==> config.mk <==
export PLATFORM = sky130hd
export DESIGN_NAME = spmv_hbm_rd_arbiter
export DESIGN_NICKNAME = d
export VERILOG_FILES = /design/src/rtl/spmv_hbm_rd_arbiter.sv
export SDC_FILE = /design/constraint.sdc
export NUM_CORES = 1
export LEC_CHECK = 0
export ABC_AREA = 1
export CAP_MARGIN = 20
export CORE_MARGIN = 8
export CORE_UTILIZATION = 44
export CTS_BUF_LIST = sky130_fd_sc_hd__clkbuf_2
export DETAILED_ROUTE_END_ITERATION = 6
export PLACE_DENSITY = 0.95
export SYNTH_ARGS = -nofsm -noshare
export SYNTH_HDL_FRONTEND = slang
export SYNTH_SLANG_ARGS = --single-unit
==> constraint.sdc <==
create_clock -name pcie_aclk -period 5.02 [get_ports pcie_aclk]
set_clock_uncertainty 0.2 [all_clocks]
set_input_delay 0.753 -clock pcie_aclk [delete_from_list [all_inputs] [get_ports pcie_aclk]]
set_output_delay 0.753 -clock pcie_aclk [all_outputs]
set_load 0.01 [all_outputs]
==> src/rtl/spmv_hbm_rd_arbiter.sv <==
// Round-robin AR arbiter sharing one HBM AXI read port among NUM_REQ requesters.
// R beats are steered back in issue order using a FIFO of grant IDs.
module spmv_hbm_rd_arbiter #(
    parameter int unsigned NUM_REQ         = 2,
    parameter int unsigned ADDR_W          = 48,
    parameter int unsigned LEN_W           = 4,
    parameter int unsigned MAX_OUTSTANDING = 8
) (
    input  logic                              pcie_aclk,
    input  logic                              pcie_aresetn,
    input  logic [NUM_REQ-1:0]                s_arvalid,
    output logic [NUM_REQ-1:0]                s_arready,
    input  logic [NUM_REQ*ADDR_W-1:0]         s_araddr,
    input  logic [NUM_REQ*LEN_W-1:0]          s_arlen,
    output logic [NUM_REQ-1:0]                s_rvalid,
    input  logic [NUM_REQ-1:0]                s_rready,
    output logic                              s_rlast,
    output logic [ADDR_W-1:0]                 m_axi_hbm_araddr,
    output logic [LEN_W-1:0]                  m_axi_hbm_arlen,
    output logic [2:0]                        m_axi_hbm_arsize,
    output logic [1:0]                        m_axi_hbm_arburst,
    output logic                              m_axi_hbm_arvalid,
    input  logic                              m_axi_hbm_arready,
    input  logic                              m_axi_hbm_rvalid,
    input  logic                              m_axi_hbm_rlast,
    output logic                              m_axi_hbm_rready,
    output logic [$clog2(MAX_OUTSTANDING):0]  outstanding,
    output logic                              err_unexpected_r
);

    localparam int unsigned ID_W  = $clog2(NUM_REQ);
    localparam int unsigned PTR_W = $clog2(MAX_OUTSTANDING);
    localparam int unsigned CNT_W = PTR_W + 1;

    typedef enum logic {
        ARB_IDLE  = 1'b0,
        ARB_ISSUE = 1'b1
    } arb_state_e;

    arb_state_e         state_q, state_d;
    logic               arvalid_q, arvalid_d;
    logic [ADDR_W-1:0]  araddr_q, araddr_d;
    logic [LEN_W-1:0]   arlen_q, arlen_d;
    logic [ID_W-1:0]    last_win_q, last_win_d;
    logic [PTR_W-1:0]   wr_ptr_q, rd_ptr_q;
    logic [CNT_W-1:0]   cnt_q;
    logic               err_q;
    logic [ID_W-1:0]    fifo_q [MAX_OUTSTANDING];

    logic               win_valid;
    logic [ID_W-1:0]    win_id;
    logic [ADDR_W-1:0]  win_addr;
    logic [LEN_W-1:0]   win_len;
    logic               grant;
    logic               pop;
    logic               fifo_empty;
    logic               fifo_full;
    logic [ID_W-1:0]    head_dst;

    assign fifo_empty = (cnt_q == '0);
    assign fifo_full  = (cnt_q == CNT_W'(MAX_OUTSTANDING));
    assign head_dst   = fifo_q[rd_ptr_q];

    // Cyclic search for the first valid requester after the last winner.
    always_comb begin
        win_valid = 1'b0;
        win_id    = '0;
        win_addr  = '0;
        win_len   = '0;
        for (int unsigned k = 1; k <= NUM_REQ; k++) begin
            for (int unsigned i = 0; i < NUM_REQ; i++) begin
                if (!win_valid && s_arvalid[i] && (((32'(last_win_q) + k) % NUM_REQ) == i)) begin
                    win_valid = 1'b1;
                    win_id    = ID_W'(i);
                    win_addr  = s_araddr[i*ADDR_W +: ADDR_W];
                    win_len   = s_arlen[i*LEN_W +: LEN_W];
                end
            end
        end
    end

    // AR FSM: grant and latch in IDLE, hold arvalid in ISSUE until accepted.
    always_comb begin
        state_d    = state_q;
        arvalid_d  = arvalid_q;
        araddr_d   = araddr_q;
        arlen_d    = arlen_q;
        last_win_d = last_win_q;
        grant      = 1'b0;
        case (state_q)
            ARB_IDLE: begin
                if (win_valid && !fifo_full) begin
                    grant      = 1'b1;
                    araddr_d   = win_addr;
                    arlen_d    = win_len;
                    last_win_d = win_id;
                    arvalid_d  = 1'b1;
                    state_d    = ARB_ISSUE;
                end
            end
            ARB_ISSUE: begin
                if (m_axi_hbm_arready) begin
                    arvalid_d = 1'b0;
                    state_d   = ARB_IDLE;
                end
            end
            default: begin
                arvalid_d = 1'b0;
                state_d   = ARB_IDLE;
            end
        endcase
    end

    always_comb begin
        s_arready = '0;
        for (int unsigned i = 0; i < NUM_REQ; i++) begin
            if (grant && (win_id == ID_W'(i))) begin
                s_arready[i] = 1'b1;
            end
        end
    end

    // R steering: only the FIFO head requester sees valid and drives ready.
    always_comb begin
        s_rvalid         = '0;
        m_axi_hbm_rready = 1'b0;
        for (int unsigned i = 0; i < NUM_REQ; i++) begin
            if (!fifo_empty && (head_dst == ID_W'(i))) begin
                s_rvalid[i]      = m_axi_hbm_rvalid;
                m_axi_hbm_rready = s_rready[i];
            end
        end
    end

    assign pop = m_axi_hbm_rvalid & m_axi_hbm_rready & m_axi_hbm_rlast;

    always_ff @(posedge pcie_aclk or negedge pcie_aresetn) begin
        if (!pcie_aresetn) begin
            state_q    <= ARB_IDLE;
            arvalid_q  <= 1'b0;
            araddr_q   <= '0;
            arlen_q    <= '0;
            last_win_q <= ID_W'(NUM_REQ - 1);
        end else begin
            state_q    <= state_d;
            arvalid_q  <= arvalid_d;
            araddr_q   <= araddr_d;
            arlen_q    <= arlen_d;
            last_win_q <= last_win_d;
        end
    end

    always_ff @(posedge pcie_aclk or negedge pcie_aresetn) begin
        if (!pcie_aresetn) begin
            wr_ptr_q <= '0;
            rd_ptr_q <= '0;
            cnt_q    <= '0;
            err_q    <= 1'b0;
        end else begin
            if (grant) begin
                wr_ptr_q <= wr_ptr_q + PTR_W'(1);
            end
            if (pop) begin
                rd_ptr_q <= rd_ptr_q + PTR_W'(1);
            end
            case ({grant, pop})
                2'b10:   cnt_q <= cnt_q + CNT_W'(1);
                2'b01:   cnt_q <= cnt_q - CNT_W'(1);
                default: cnt_q <= cnt_q;
            endcase
            if (m_axi_hbm_rvalid && fifo_empty) begin
                err_q <= 1'b1;
            end
        end
    end

    // Order-FIFO storage needs no reset; pointers and count define validity.
    always_ff @(posedge pcie_aclk) begin
        if (grant) begin
            fifo_q[wr_ptr_q] <= win_id;
        end
    end

    assign m_axi_hbm_araddr  = araddr_q;
    assign m_axi_hbm_arlen   = arlen_q;
    assign m_axi_hbm_arsize  = 3'b101;
    assign m_axi_hbm_arburst = 2'b01;
    assign m_axi_hbm_arvalid = arvalid_q;
    assign s_rlast           = m_axi_hbm_rlast;
    assign outstanding       = cnt_q;
    assign err_unexpected_r  = err_q;

endmodule

==> impl_metrics.toml, run 1 <==
[routing]
vias = 3418
drcViolationCount = 0
wire_per_inst_um = 16.28
dr.pass1.iters = 6
postRouteAntennaNets = 0
wl_mm = 11.36
drtIter0Drc = 155
via_per_inst = 4.897

[timing]
final.setup.tns_ns = 0
max_freq_ghz = 0.2671
worst_pin_slew_ns = 0.8371
finalHoldViolCount = 0
period_needed_ns = 3.744
rsz0062_at_grt = "false"
maxSlewHeadroom_pct = 44.19
fin_ws_ns = 1.276
finalSetupViolCount = 0
holdWs_ns = 0.2190
maxSlewViolCount = 0
finalCritPeriodShare_pct = 74.58

[die]
start_util_pct = 45.28
core_area_um2 = 7687
io_pins = 182
die_width_um = 104.9
fp.dieH_um = 104.9
row_count = 32
die-area_um2 = 11010

[setup_path]
worstPathArrival_ns = 2.79
start_kind = "primary input"
cp.required_ns = 4.07
max_stage_delay_ns = 0.65
cp_cell_sequence = "clkdlybuf4s50_1, nand2_1, nand2_1, inv_1, nor2_4, clkdlybuf4s50_1"
crit_type = "primary input to output port"
rr_startpoint = "outstanding[1]"
startpoint = "s_arvalid[0]"
cp_slowest_cell = "clkdlybuf4s50_1"
endpoint_kind = "output port"
crit_fanout = 21

[finish]
finalNetCount = 710
fillCellCount = 565
multiInputGateArea_um2 = 1359
synthToLayoutAreaGrowth_pct = 56.51
regArea_um2 = 1893
layout_commonest_cell = "nand2_1"
diodes = 0
final_cell_mix = "nand2_1 (193), clkdlybuf4s50_1 (175), dfrtp_1 (65)"
drive_gt1_share_pct = 4.866
final_cell_count_no_fill = 698

[global_routing]
grt_pass1_vias = 3667
grt_max_degree = 67
gr-total-overflow = 0
antenna_found_initial = 0
grtUsageTotal_pct = 20.46
grt_pass1_wl_mm = 18.35

[clock_tree]
cts_setup_buffers = 0
path_clk_slew_ns = 0.23
cts_tree = "yes"
clock-sinks = 74
ctsHoldBuffers = 0
cts-resized-gates = 0
cts_max_level = 3
numCtsBuffers = 9
clockRootBuffer = "clkbuf_2"
insertion_delay_ns = 0.46
clock_path_buffers = 2

[pwr]
power.density_nw_per_um2 = 559.9
irDropWorstVdd_mv = 0.2769
total_leakage_power_nw = 2.496

[logic_synthesis]
synth.yosys.seq_area_share_pct = 54.39
ys_warn_count = 0
syn_avg_cell_area_um2 = 8.307
synth_area_um2 = 3481
ys_ff_latch = 74
yosysUniqueCellTypes = 27
syn_inst = 419

[placed_design]
gp_congestion = 0.8292
placed_cells = 680
place_ws_ns = 0.7295
dp_hpwl_mm = 8.737
portBuffers = 176

[flow_run]
drv_cap = 0

[status]
status = "finished clean"

[worst_hold_path]
hold_path_class = "primary input to async pin"
[sequential cells by signal (all words and copies together), names as in the netlist]
| signal | flops |
|---|---|
| m_axi_hbm_araddr | 48 |
| fifo_q | 8 |
| m_axi_hbm_arlen | 4 |
| outstanding | 4 |
| rd_ptr_q | 3 |
| wr_ptr_q | 3 |
| err_unexpected_r | 1 |
| last_win_q | 1 |
| m_axi_hbm_arvalid | 1 |
| state_q | 1 |
[area by class of cell]
type                       count  area share, %
clock inverter                 6          1.929
timing repair buffer         180          33.39
tap                          102          2.343
inverter                      25          1.723
clock buffer                  10         0.9187
sequential                    74          34.75
multi-input combinational    301          24.94
[where the power goes]
group          internal [mW]  switching, mW  total, mW
registers              0.879          0.179       1.06
logic                  0.774          0.796       1.57
clock network          0.214          0.208      0.422
total                   1.87           1.18       3.05
[worst paths after layout]
kind / end / slack [ns] / depth (start not counted)
worst max-delay path: s_arready[0] / 1.28 / 6
worst min-delay path: m_axi_hbm_araddr[30] / 0.22 / 2
worst max register to register: outstanding[3] / 1.92 / 13
worst min register to register: err_unexpected_r / 0.30 / 1
max in group asynchronous: m_axi_hbm_araddr[22] / 3.83 / 2
min in group pcie_aclk: err_unexpected_r / 0.30 / 1
[metrics by stage]
| stage | power (mW) | utilization, % | instance area (um2) |
|---|---|---|---|
| after floorplan | 1.846 | - | 3492 |
| after CTS | 3.055 | 70.25 | 5400 |
| after detailed placement | 2.631 | 68.23 | 5245 |
| final | 3.050 | 70.87 | 5448 |
| after global placement | 2.550 | 68.23 | 5245 |
| after global routing | 3.278 | 70.87 | 5448 |
[critical path: cells and delay by family]
kind / cells / cell delay (ns)
buffers and inverters: 3 / 1.35
AND/OR/NAND/NOR: 3 / 0.68
[routing by layer]
metal  global-route usage, %  wire length [um]
met1                   21.74              4166
met2                   36.65              5993
met3                   7.494               944
met4                   6.728               257
met5                       0                 0
[cell usage after synthesis (all sizes together)]
library cell	count	area, um2
nand2	195	737.0
o21bai	1	7.510
xor2	4	35.03
inv	25	93.84
xnor2	1	8.760
nand4	1	6.260
a21oi	1	5.000
conb	2	7.510
o21ai	4	20.02
nor3b	1	7.510
buf	22	146.4
ha	5	62.56
o211ai	1	21.27
or2	1	6.260
dfrtp	65	1627
fa	1	20.02
edfxtp	8	240.2
nand3	64	325.3
nor2	16	77.58
dfstp	1	26.28
[cells by family after synthesis]
group / after synthesis / synth area share (%)
other cells: 2 / 0.2158
fa+ha+maj: 6 / 2.372
flops: 74 / 54.39
xor+xnor: 5 / 1.258
compound gates: 7 / 1.546
simple gates: 278 / 33.32
buf+inv: 47 / 6.901
No activity file was read; power rests on OpenSTA's default activity.
==> run 2: changes to the inputs <==
- CORE_UTILIZATION: 44 -> 41
- PLACE_DENSITY: 0.95 -> 0.92
- clock period: 5.02 -> 3.6 ns (I/O delays scaled with it)
==> run 2 against run 1 <==
  * First-iteration DRC count is 9.7% lower
  * Sequential cell count unchanged
  * Combinational power rose by 37%
  * Clock-buffer cell count down 1
  * Core utilization fell by 4.6 points
  * Critical path depth is 2 higher
  * Sequential share of layout area hardly changed
  * Final cell count is 0.72% higher
  * Routed wire length is 5.1% lower
  * Non-clock buffer count grew 2
  * Final area is essentially flat
  * Register-to-register slack worse by 1.1 ns
  * Critical endpoint is now m_axi_hbm_rready
  * Largest power group unchanged
==> impl_metrics.toml, run 2 (same netlist as run 1, synthesis figures left out) <==
[timing]
finalHoldViolCount = 0
final.setup.tns_ns = 0
finalSetupViolCount = 0
worst_pin_slew_ns = 0.6169
finalCritPeriodShare_pct = 82.88
maxSlewHeadroom_pct = 58.88
rsz0062_at_grt = "false"
max_freq_ghz = 0.3352
period_needed_ns = 2.984
maxSlewViolCount = 0

[global_routing]
grt_pass1_vias = 3596
grt_max_degree = 54
antenna_found_initial = 0
grtUsageTotal_pct = 18.30
gr-total-overflow = 0
grt_pass1_wl_mm = 17.04

[setup_path]
cp.required_ns = 2.86
crit_fanout = 7
worstPathArrival_ns = 2.24
cp_slowest_cell = "clkdlybuf4s50_1"
cpMostUsedCell = "nand3_1"
r2r-end = "outstanding[3]"
rr_startpoint = "rd_ptr_q[0]"
reg2reg_slack_ns = 0.85
endpoint_kind = "output port"
cp_cell_sequence = "inv_2, nand2_1, nand3_1, nand3_1, nand2_1, nand3_1, nand2_2, clkdlybuf4s50_1"
max_stage_delay_ns = 0.55
startpoint = "rd_ptr_q[0]"
crit_buf_inv = 2
rr_worst_depth = 18
cp_top_family = "buffers and inverters"
crit_type = "flip-flop to output port"
start_kind = "flip-flop"

[die]
core_area_um2 = 8217
start_util_pct = 42.36
die_width_um = 108.1
fp.dieH_um = 108.1
row_count = 33
io_pins = 182
die-area_um2 = 11690

[clock_tree]
numCtsBuffers = 9
cts_tree = "yes"
clockRootBuffer = "clkbuf_2"
cts_max_level = 3
insertion_delay_ns = 0.48
path_clk_slew_ns = 0.22
clock-sinks = 74
cts_setup_buffers = 0
clock_path_buffers = 2

[placed_design]
dpl-instance-area_um2 = 5271
dp_hpwl_mm = 8.424
portBuffers = 176
gp_congestion = 0.8300

[routing]
drtIter0Drc = 140
dr.pass1.iters = 5
postRouteAntennaNets = 0
wl_mm = 10.78
drcViolationCount = 0
vias = 3391
via_per_inst = 4.824
wire_per_inst_um = 15.33

[finish]
postLayoutCellArea_um2 = 5443
finalNetCount = 712
drive_gt1_share_pct = 5.351
synthToLayoutAreaGrowth_pct = 56.36
regArea_um2 = 1893
final_cell_mix = "nand2_1 (193), clkdlybuf4s50_1 (175), dfrtp_1 (65)"
diodes = 0
largest_reg_flops = 48
fillCellCount = 667
layout_commonest_cell = "nand2_1"
multiInputGateArea_um2 = 1359

[status]
status = "finished clean"

[worst_hold_path]
hold_path_class = "primary input to async pin"

[pwr]
irDropWorstVdd_mv = 0.3446
total_leakage_power_nw = 2.500
power.density_nw_per_um2 = 772.1

[flow_run]
drv_cap = 0
## run 2: power by group
| group | switching [mW] | leakage, nW | internal (mW) | total [mW] |
|---|---|---|---|---|
| Sequential | 0.241 | 0.882 | 1.23 | 1.47 |
| Clock | 0.289 | 0.0923 | 0.299 | 0.589 |
| Combinational | 1.08 | 1.53 | 1.06 | 2.15 |
| Total | 1.61 | 2.50 | 2.59 | 4.20 |
## run 2: timing repair
action	4_1_cts	5_1_grt
hold endpoints to repair	19	0
resized for setup	0	0
hold buffers	1	0
## run 2: per-stage QoR
| step | instances | setup WS, ns | util [%] | total power, mW | hold slack, ns |
|---|---|---|---|---|---|
| 6_report | 703 | 0.6163 | 66.24 | 4.202 | 0.2984 |
| 3_5_place_dp | 686 | 0.7294 | 64.15 | 3.663 | 0.2805 |
| 5_1_grt | 703 | 0.4310 | 66.24 | 4.529 | 0.2712 |
| 3_3_place_gp | 686 | 0.7368 | 64.15 | 3.561 | 0.2657 |
| 2_1_floorplan | 422 | 1.175 | - | 2.575 | 0.04441 |
| 4_1_cts | 703 | 0.5642 | 66.24 | 4.271 | 0.2489 |
## run 2: cell type report
class	instances	share of cell area, %
multi-input combinational	301	24.97
clock inverter	7	2.138
tap	105	2.414
sequential	74	34.78
clock buffer	9	0.8276
timing repair buffer	182	33.15
inverter	25	1.724
## run 2: metal layers
layer	share of wire [%]	track usage (%)	routed length, um
met1	37	19.57	4024
met3	8.4	6.127	900
met5	0	0	0
met4	2.0	7.631	214
met2	52	32.30	5638
## run 2: worst max path at each step
stage	end	depth (start not counted)
floorplan	outstanding[3]	18
global placement	s_arready[0]	6
detailed placement	s_arready[0]	6
CTS	m_axi_hbm_rready	8
global route	m_axi_hbm_rready	8
finish	m_axi_hbm_rready	8
## run 2: worst register-to-register path, stage by stage (launching register included)
cell     delay [ns]
dfrtp_1        0.52
inv_2          0.09
nand2_1        0.08
nand3_1        0.07
nand3_1        0.13
nand2_1        0.10
nand3_1        0.09
nand2_2        0.10
nand2_2        0.10
inv_1          0.05
ha_1           0.21
ha_1           0.29
nand2_1        0.07
nand2_1        0.05
a21oi_1        0.16
nor2_1         0.06
nor2_1         0.09
nand2_1        0.07
xor2_1         0.14
